===== src/rtl/uart_tx_gen.sv =====
// uart_tx_gen: parametrised UART transmitter.
// Accepts a word on a DATA_VALID/DATA_READY handshake and sends it LSB-first.
// The frame is a start bit, DATA_WIDTH data bits, an optional parity bit and
// one or two stop bits. Each bit lasts PRESCALE+1 clock cycles.
// Optional feature: define UART_TX_GEN_HOLD_EN to add a one-entry hold
// register. A word accepted mid-frame then follows the current frame with no
// idle cycle between them.
module uart_tx_gen #(
  parameter int DATA_WIDTH     = 8,
  parameter int PRESCALE_WIDTH = 16
) (
  input  logic                      CLK,
  input  logic                      RST,
  input  logic                      PAR_EN,
  input  logic                      PAR_TYP,
  input  logic                      STOP2,
  input  logic [PRESCALE_WIDTH-1:0] PRESCALE,
  input  logic [DATA_WIDTH-1:0]     P_DATA,
  input  logic                      DATA_VALID,
  output logic                      DATA_READY,
  output logic                      S_DATA,
  output logic                      BUSY
);

  // Data-bit counter width. The data word is zero-padded to 2**CNT_W bits,
  // so any counter value is a legal index into it.
  localparam int CNT_W = $clog2(DATA_WIDTH + 1);
  localparam int PAD_W = 1 << CNT_W;
  localparam logic [CNT_W-1:0] LAST_CNT = CNT_W'(DATA_WIDTH - 1);

  typedef enum logic [2:0] {
    IDLE   = 3'd0,
    START  = 3'd1,
    DATA   = 3'd2,
    PARITY = 3'd3,
    STOP   = 3'd4
  } state_t;

  // Even parity is the XOR of the data bits. Odd parity is its inverse.
  function automatic logic parity_bit(input logic [DATA_WIDTH-1:0] d,
                                      input logic                  odd);
    return (^d) ^ odd;
  endfunction

  // Control state.
  state_t                    state;
  logic [PRESCALE_WIDTH-1:0] timer;
  logic [CNT_W-1:0]          bit_cnt;
  logic                      stop_cnt;
  logic                      s_data_r;
  logic                      busy_r;

  // Frame register: the word and settings captured at acceptance.
  logic [DATA_WIDTH-1:0]     frm_data;
  logic                      frm_par_en;
  logic                      frm_par_typ;
  logic                      frm_stop2;
  logic [PRESCALE_WIDTH-1:0] frm_prescale;

  logic [PAD_W-1:0]          data_pad;
  logic [CNT_W-1:0]          next_cnt;
  logic                      bit_done;
  logic                      frame_end;
  logic                      accept;
  logic                      start_from_in;
  logic                      start_from_hold;
  logic [PRESCALE_WIDTH-1:0] start_prescale;

`ifdef UART_TX_GEN_HOLD_EN
  logic                      hold_full;
  logic [DATA_WIDTH-1:0]     hold_data;
  logic                      hold_par_en;
  logic                      hold_par_typ;
  logic                      hold_stop2;
  logic [PRESCALE_WIDTH-1:0] hold_prescale;
  logic                      load_hold;
`endif

  // The current bit ends when the down-counter has reached zero.
  assign bit_done  = (timer == '0);
  // The last cycle of the last stop bit.
  assign frame_end = (state == STOP) && bit_done && (!frm_stop2 || stop_cnt);
  assign next_cnt  = bit_cnt + CNT_W'(1);
  assign data_pad  = PAD_W'(frm_data);
  assign accept    = DATA_VALID && DATA_READY;

`ifdef UART_TX_GEN_HOLD_EN
  // Ready while idle or while the hold slot is free. A word accepted on the
  // final stop cycle with the slot empty goes straight into the frame
  // register, so a held word is never left waiting in IDLE.
  assign DATA_READY      = (state == IDLE) || !hold_full;
  assign start_from_hold = frame_end && hold_full;
  assign start_from_in   = accept && ((state == IDLE) || (frame_end && !hold_full));
  assign load_hold       = accept && !start_from_in;
  assign start_prescale  = start_from_hold ? hold_prescale : PRESCALE;
`else
  assign DATA_READY      = (state == IDLE);
  assign start_from_hold = 1'b0;
  assign start_from_in   = accept;
  assign start_prescale  = PRESCALE;
`endif

  assign S_DATA = s_data_r;
  assign BUSY   = busy_r;

  // Capture frame settings when a frame starts, from the inputs or from the hold slot.
  always_ff @(posedge CLK) begin
    if (start_from_in) begin
      frm_data     <= P_DATA;
      frm_par_en   <= PAR_EN;
      frm_par_typ  <= PAR_TYP;
      frm_stop2    <= STOP2;
      frm_prescale <= PRESCALE;
    end
`ifdef UART_TX_GEN_HOLD_EN
    else if (start_from_hold) begin
      frm_data     <= hold_data;
      frm_par_en   <= hold_par_en;
      frm_par_typ  <= hold_par_typ;
      frm_stop2    <= hold_stop2;
      frm_prescale <= hold_prescale;
    end
`endif
  end

`ifdef UART_TX_GEN_HOLD_EN
  // Park a word, with its settings, that was accepted while a frame is on the line.
  always_ff @(posedge CLK) begin
    if (load_hold) begin
      hold_data     <= P_DATA;
      hold_par_en   <= PAR_EN;
      hold_par_typ  <= PAR_TYP;
      hold_stop2    <= STOP2;
      hold_prescale <= PRESCALE;
    end
  end

  // Track hold-slot occupancy. A reset discards any parked word.
  always_ff @(posedge CLK or posedge RST) begin
    if (RST) begin
      hold_full <= 1'b0;
    end else if (load_hold) begin
      hold_full <= 1'b1;
    end else if (start_from_hold) begin
      hold_full <= 1'b0;
    end
  end
`endif

  // Frame sequencer: state, bit timer, bit counters and registered line outputs.
  always_ff @(posedge CLK or posedge RST) begin
    if (RST) begin
      state    <= IDLE;
      timer    <= '0;
      bit_cnt  <= '0;
      stop_cnt <= 1'b0;
      s_data_r <= 1'b1;
      busy_r   <= 1'b0;
    end else begin
      case (state)
        IDLE: begin
          if (start_from_in) begin
            state    <= START;
            timer    <= start_prescale;
            s_data_r <= 1'b0;
            busy_r   <= 1'b1;
          end
        end

        START: begin
          if (bit_done) begin
            state    <= DATA;
            timer    <= frm_prescale;
            bit_cnt  <= '0;
            s_data_r <= frm_data[0];
          end else begin
            timer <= timer - PRESCALE_WIDTH'(1);
          end
        end

        DATA: begin
          if (bit_done) begin
            timer <= frm_prescale;
            if (bit_cnt == LAST_CNT) begin
              bit_cnt <= '0;
              if (frm_par_en) begin
                state    <= PARITY;
                s_data_r <= parity_bit(frm_data, frm_par_typ);
              end else begin
                state    <= STOP;
                stop_cnt <= 1'b0;
                s_data_r <= 1'b1;
              end
            end else begin
              bit_cnt  <= next_cnt;
              s_data_r <= data_pad[next_cnt];
            end
          end else begin
            timer <= timer - PRESCALE_WIDTH'(1);
          end
        end

        PARITY: begin
          if (bit_done) begin
            state    <= STOP;
            timer    <= frm_prescale;
            stop_cnt <= 1'b0;
            s_data_r <= 1'b1;
          end else begin
            timer <= timer - PRESCALE_WIDTH'(1);
          end
        end

        STOP: begin
          if (frame_end) begin
            stop_cnt <= 1'b0;
            if (start_from_hold || start_from_in) begin
              // The next word starts immediately and BUSY stays high.
              state    <= START;
              timer    <= start_prescale;
              s_data_r <= 1'b0;
            end else begin
              state    <= IDLE;
              timer    <= '0;
              s_data_r <= 1'b1;
              busy_r   <= 1'b0;
            end
          end else if (bit_done) begin
            // The first of two stop bits is done. Time the second one.
            stop_cnt <= 1'b1;
            timer    <= frm_prescale;
          end else begin
            timer <= timer - PRESCALE_WIDTH'(1);
          end
        end

        default: begin
          state    <= IDLE;
          timer    <= '0;
          bit_cnt  <= '0;
          stop_cnt <= 1'b0;
          s_data_r <= 1'b1;
          busy_r   <= 1'b0;
        end
      endcase
    end
  end

endmodule


===== config.mk =====
export PLATFORM = sky130hd
export DESIGN_NAME = uart_tx_gen
export DESIGN_NICKNAME = d
export VERILOG_FILES = /design/src/rtl/uart_tx_gen.sv
export SDC_FILE = /design/constraint.sdc
export NUM_CORES = 1
export LEC_CHECK = 0
export CORE_ASPECT_RATIO = 1.2
export CORE_MARGIN = 3
export CORE_UTILIZATION = 47
export DETAILED_ROUTE_END_ITERATION = 7
export GPL_TIMING_DRIVEN = 1
export PLACE_DENSITY_LB_ADDON = 0.3
export SYNTH_ARGS = -nofsm -noshare
export SYNTH_HDL_FRONTEND = slang
export SYNTH_SLANG_ARGS = --single-unit

===== constraint.sdc =====
create_clock -name CLK -period 7.1 [get_ports CLK]
set_clock_uncertainty 0.15 [all_clocks]
set_input_delay 1.775 -clock CLK [delete_from_list [all_inputs] [get_ports CLK]]
set_output_delay 1.775 -clock CLK [all_outputs]
set_load 0.01 [all_outputs]

-- Yosys cells after proc, flatten, opt, wreduce, memory -nomap -nowiden
Cells that the tools add are included.
- bits in registers: 53
- bits in latches: 0
- bits in writable memories: 0
- memory bits (read-only): 0
- output and inout bits: 3
- memories kept: 0
- add/sub/neg operators: 2
- multiply operators: 0
- divide/modulo/power cells: 0
- magnitude comparators: 1
- equal/unequal tests: 14
- shift operators: 0
- multiplexer cells: 39
- bitwise gates (word level): 4
- reduce and logical (&&, ||, !) cells: 16
- operators by type and width (cell ; count):
    $mux W16 ; 4
    $pmux W16 S3 ; 1
    $mux W3 ; 7
    $mux W1 ; 18
    $logic_not A16 Y1 ; 1
    $sub A16 B1 Y16 const B ; 1
    $pmux W3 S5 ; 1
    $ne A2 B2 Y1 const B ; 7
    $mux W4 ; 3
    $pmux W4 S3 ; 1
    $reduce_and A6 Y1 ; 2
    $reduce_xor A8 Y1 ; 1
    $eq A3 B2 Y1 const B ; 2
    $reduce_or A3 Y1 ; 2
    $lt A4 B5 Y1 const B ; 1
    $pmux W1 S5 ; 1
    $reduce_and A5 Y1 ; 1
    $add A4 B1 Y4 const B ; 1
    $bmux W1 S4 ; 1
    $eq A4 B3 Y1 const B ; 1
    $pmux W1 S4 ; 1
    $reduce_and A4 Y1 ; 1
    $eq A3 B1 Y1 const B ; 1
    $eq A3 B3 Y1 const B ; 1
    11 further kinds ; 15

-- Depth between registers and ports, before layout
- depth after elaboration: 6
- gate-level depth with buffers: 9
- depth with buffers taken out: 8

-- Least setup slack after synthesis
OpenSTA, ideal clock, no wires.
- path kind: input port to flip-flop
- start: in DATA_VALID
- end: reg frm_data[0], enable pin
- setup time: 0.411 ns
- arrival time: 3.147 ns
- required time: 6.539 ns
- setup slack: 3.392 ns
- stages on the path: 3
- buffers on the path: 1
- cells stage by stage: inv_1 > clkbuf_1 > nor2_1
- longest elaborated chain between the ends: 1
- RTL lines (what ; line ; source):
    start: declaration ; 19 ; input logic DATA_VALID,
    $logic_and A1 B1 Y1 ; 85 ; assign accept = DATA_VALID && DATA_READY;
    net accept ; 64 ; logic accept;
    end signal: assignment ; 109 ; frm_data <= P_DATA;
    end: declaration ; 54 ; logic [DATA_WIDTH-1:0] frm_data;
The timed path passes the listed nets, and every way through them passes these cells.
A chain may end at the register's enable or synchronous reset.

-- Final worst setup path
- start: reg state[0]
- end: out DATA_READY
- longest elaborated chain between the ends: 1
- RTL lines (what ; line ; source):
    start: declaration ; 46 ; state_t state;
    start signal: assignment ; 153 ; state <= IDLE;
    start signal: assignment ; 163 ; state <= START;
    start signal: assignment ; 172 ; state <= DATA;
    $logic_not A3 Y1 ; 97 ; assign DATA_READY = (state == IDLE);
    end: declaration ; 20 ; output logic DATA_READY,
Every way passes these cells.

==> results.toml <==
[status]
status = "completed"

[die]
core_area_sq_mm = 0.00586
die_h_um = 92.4
start_util_pct = 49.9
io-pin-count = 33
rows = 30
die_width_um = 78.0
dieArea_sq_mm = 0.00721

[sta]
tns_ns = 0
drv_slew = 0
period_minus_slack_ns = 4.72
maxSlewHeadroom_pct = 29.2
rsz0062_at_grt = "false"
tightestPinTransition_ns = 1.06
period_share_pct = 66.5
fmax_mhz = 212
finalHoldViolations = 0
setup_viol = 0

[critical_path]
rrSetupSlack_ns = 4.01
critical_path_class = "flop to primary output"
worstPathRequired_ns = 5.18
critPathMaxFanout = 16
cp-startpoint = "state[0]"
start_kind = "flop"
arrival_ns = 2.79
r2r_cells = 6
endpoint_kind = "primary output"
r2r_start = "timer[2]"
crit_path_end = "DATA_READY"
reg2reg_to = "S_DATA"

[placed_design]
dpl-instance-area_sq_mm = 0.00327
gp_congestion = 0.854
hpwl_mm = 4.46
io_buffers = 32

[power_and_ir_drop]
p_int_mw = 0.409
p_sw_mw = 0.113
pwr_density_cell_mw_per_mm2 = 155
seqPwrFrac_pct = 61.9
p_sw_share_pct = 21.6
ir_worst_vdd_v = 0.0000987
pwr-share-clk_pct = 33.1
p_leak_nw = 1.17
p_comb_share_pct = 5.0
power_mw = 0.522

[global_route]
grt-ovfl-total = 0
grt_usage_pct = 18.1
grt_pass1_vias = 2108
grt_max_degree = 27
antenna_found_initial = 0
grt_pass1_wl_mm = 10.2

[routing]
drt-wirelength-per-cell_um = 16.2
drt_iter0_drc = 159
vias = 2221
viasPerCell = 5.78
first_pass_iters = 4
drc_errors = 0
wirelength_mm = 6.23
ant_nets = 0

[cells_and_area]
postLayoutCellArea_sq_mm = 0.00336
fill_cells = 501
drive_above_1_share_pct = 9.54
area_delta_synth_final_pct = 14.9
nets = 336
antennaDiodeCount = 0

[synthesis]
synth_nets = 309
yosysMostFrequentCell = "nor2_1"
synth_top_area_share_pct = 27.7
async_reset_ff_share_pct = 49.1
synth.top_cells.by_count = "nor2_1 (36), edfxtp_1 (27), dfrtp_1 (25)"
syn_inst = 276
seq_area_frac_synth_pct = 50.0
yosys_warnings = 0
syn_area_per_cell_sq_um = 10.6
synth_cell_type_count = 59
synthFlopType = "edfxtp_1"
ys_ff_latch = 53
synth_area_sq_mm = 0.00292
synth_edf_count = 27
synth_top_area_cell = "edfxtp_1"
synthTopCellsByArea = "edfxtp_1 (28%), dfrtp_1 (21%), nor2_1 (4.6%), xnor2_1 (4.5%), o21ai_0 (3.3%)"

[clock_tree]
post_cts_buffers = 0
cts_tree = "yes"
cts_max_path_buffers = 2
cts_hold_buffers = 0
cts_resized = 0
cts.clk_slew.worst_paths_ns = 0.10
cts_buffers = 5
clock_latency_ns = 0.31
root_buffer = "clkbuf_8"
cts_sinks = 53
htreeDepth = 2

[worst_hold_path]
hold_class = "flop to flop"

[job]
cap_violations = 0
power by group through the flow:
| stage | Clock, mW | Combinational [mW] | Sequential [mW] |
|---|---|---|---|
| finish | 0.173 | 0.0261 | 0.323 |
| global route | 0.190 | 0.0283 | 0.323 |
| CTS | 0.178 | 0.0267 | 0.323 |
| detailed placement | 0 | 0.0267 | 0.330 |
| global placement | 0 | 0.0263 | 0.330 |
| floorplan | 0 | 0.00679 | 0.330 |
worst max-delay path: stages, from the launching register on:
cell and delay [ns]:
dfrtp_1 0.52, nor2_2 0.61, nand2_1 0.42, inv_1 0.33
clkdlybuf4s50_1 0.60
final cells by class:
type,instances,area (sq um),area share [%]
Multi-Input combinational cell,201,1340,40.0
Clock inverter,3,21.3,0.633
Tap cell,80,100,2.98
Timing Repair Buffer,33,328,9.76
Inverter,9,33.8,1.01
Sequential cell,53,1460,43.6
Clock buffer,5,68.8,2.05
state kept, by name, indices dropped and copies added, names as in the netlist:
signal / flops
BUSY: 1
frm_par_typ: 1
stop_cnt: 1
S_DATA: 1
frm_prescale: 16
timer: 16
frm_par_en: 1
frm_stop2: 1
state: 3
frm_data: 8
bit_cnt: 4
layout by cell type, fill, tap and decap left out, drive strengths merged, types with 2 or more instances in the layout:
| cell | synthesis | layout |
|---|---|---|
| mux4 | 2 | 2 |
| nand3 | 6 | 6 |
| o21ai | 20 | 20 |
| nor3 | 7 | 7 |
| or4 | 2 | 2 |
| and3 | 3 | 3 |
| edfxtp | 27 | 27 |
| a211o | 5 | 5 |
| o32ai | 4 | 4 |
| nand2 | 17 | 17 |
| a2bb2oi | 2 | 2 |
| nor2 | 38 | 38 |
| ha | 3 | 3 |
| clkdlybuf4s50 | 0 | 32 |
| xnor2 | 15 | 15 |
| or3 | 3 | 3 |
| dfrtp | 25 | 25 |
| inv | 9 | 10 |
| a221oi | 2 | 2 |
| nor4 | 6 | 6 |
| or2 | 2 | 2 |
| xor2 | 4 | 4 |
| mux2i | 9 | 9 |
| o41ai | 2 | 2 |
| a21oi | 18 | 18 |
| o21a | 2 | 2 |
| clkbuf | 8 | 5 |
| o22ai | 10 | 10 |
worst min path at each step:
stage	cells past startpoint	slack (ns)	end	from
5_1_grt	1	0.42	stop_cnt	stop_cnt
4_1_cts	1	0.40	stop_cnt	stop_cnt
6_report	1	0.39	stop_cnt	stop_cnt
3_3_place_gp	1	0.37	stop_cnt	stop_cnt
3_5_place_dp	1	0.37	stop_cnt	stop_cnt
2_1_floorplan	1	0.35	stop_cnt	stop_cnt
cells by family after synthesis:
kind of cell	synth area share [%]
AO/OA/AOI/OAI	18.3
adder cells (fa/ha/maj)	1.28
XOR/XNOR	5.69
buffers and inverters	4.07
flip-flops	50.0
AND/OR/NAND/NOR	15.6
multiplexers	5.01
routing by layer:
layer  up-vias  share of wire (%)  global-route usage (%)
li1       1097                  -                       -
met1      1071                 45                    22.8
met2        46                 50                    31.4
met3         7                3.5                    3.02
met4         0                1.3                    5.69
met5         -                  0                       0
per-stage QoR:
stage                     worst slack (ns)  util (%)  hold slack (ns)  std cells
final                                 2.38      57.4            0.394        384
after floorplan                       3.39         -            0.353        276
after global placement                2.87      55.8            0.367        376
after CTS                             2.40      57.4            0.398        384
after detailed placement              2.78      55.8            0.375        376
after global routing                  2.23      57.4            0.422        384
No activity file was read; power rests on OpenSTA's default activity.
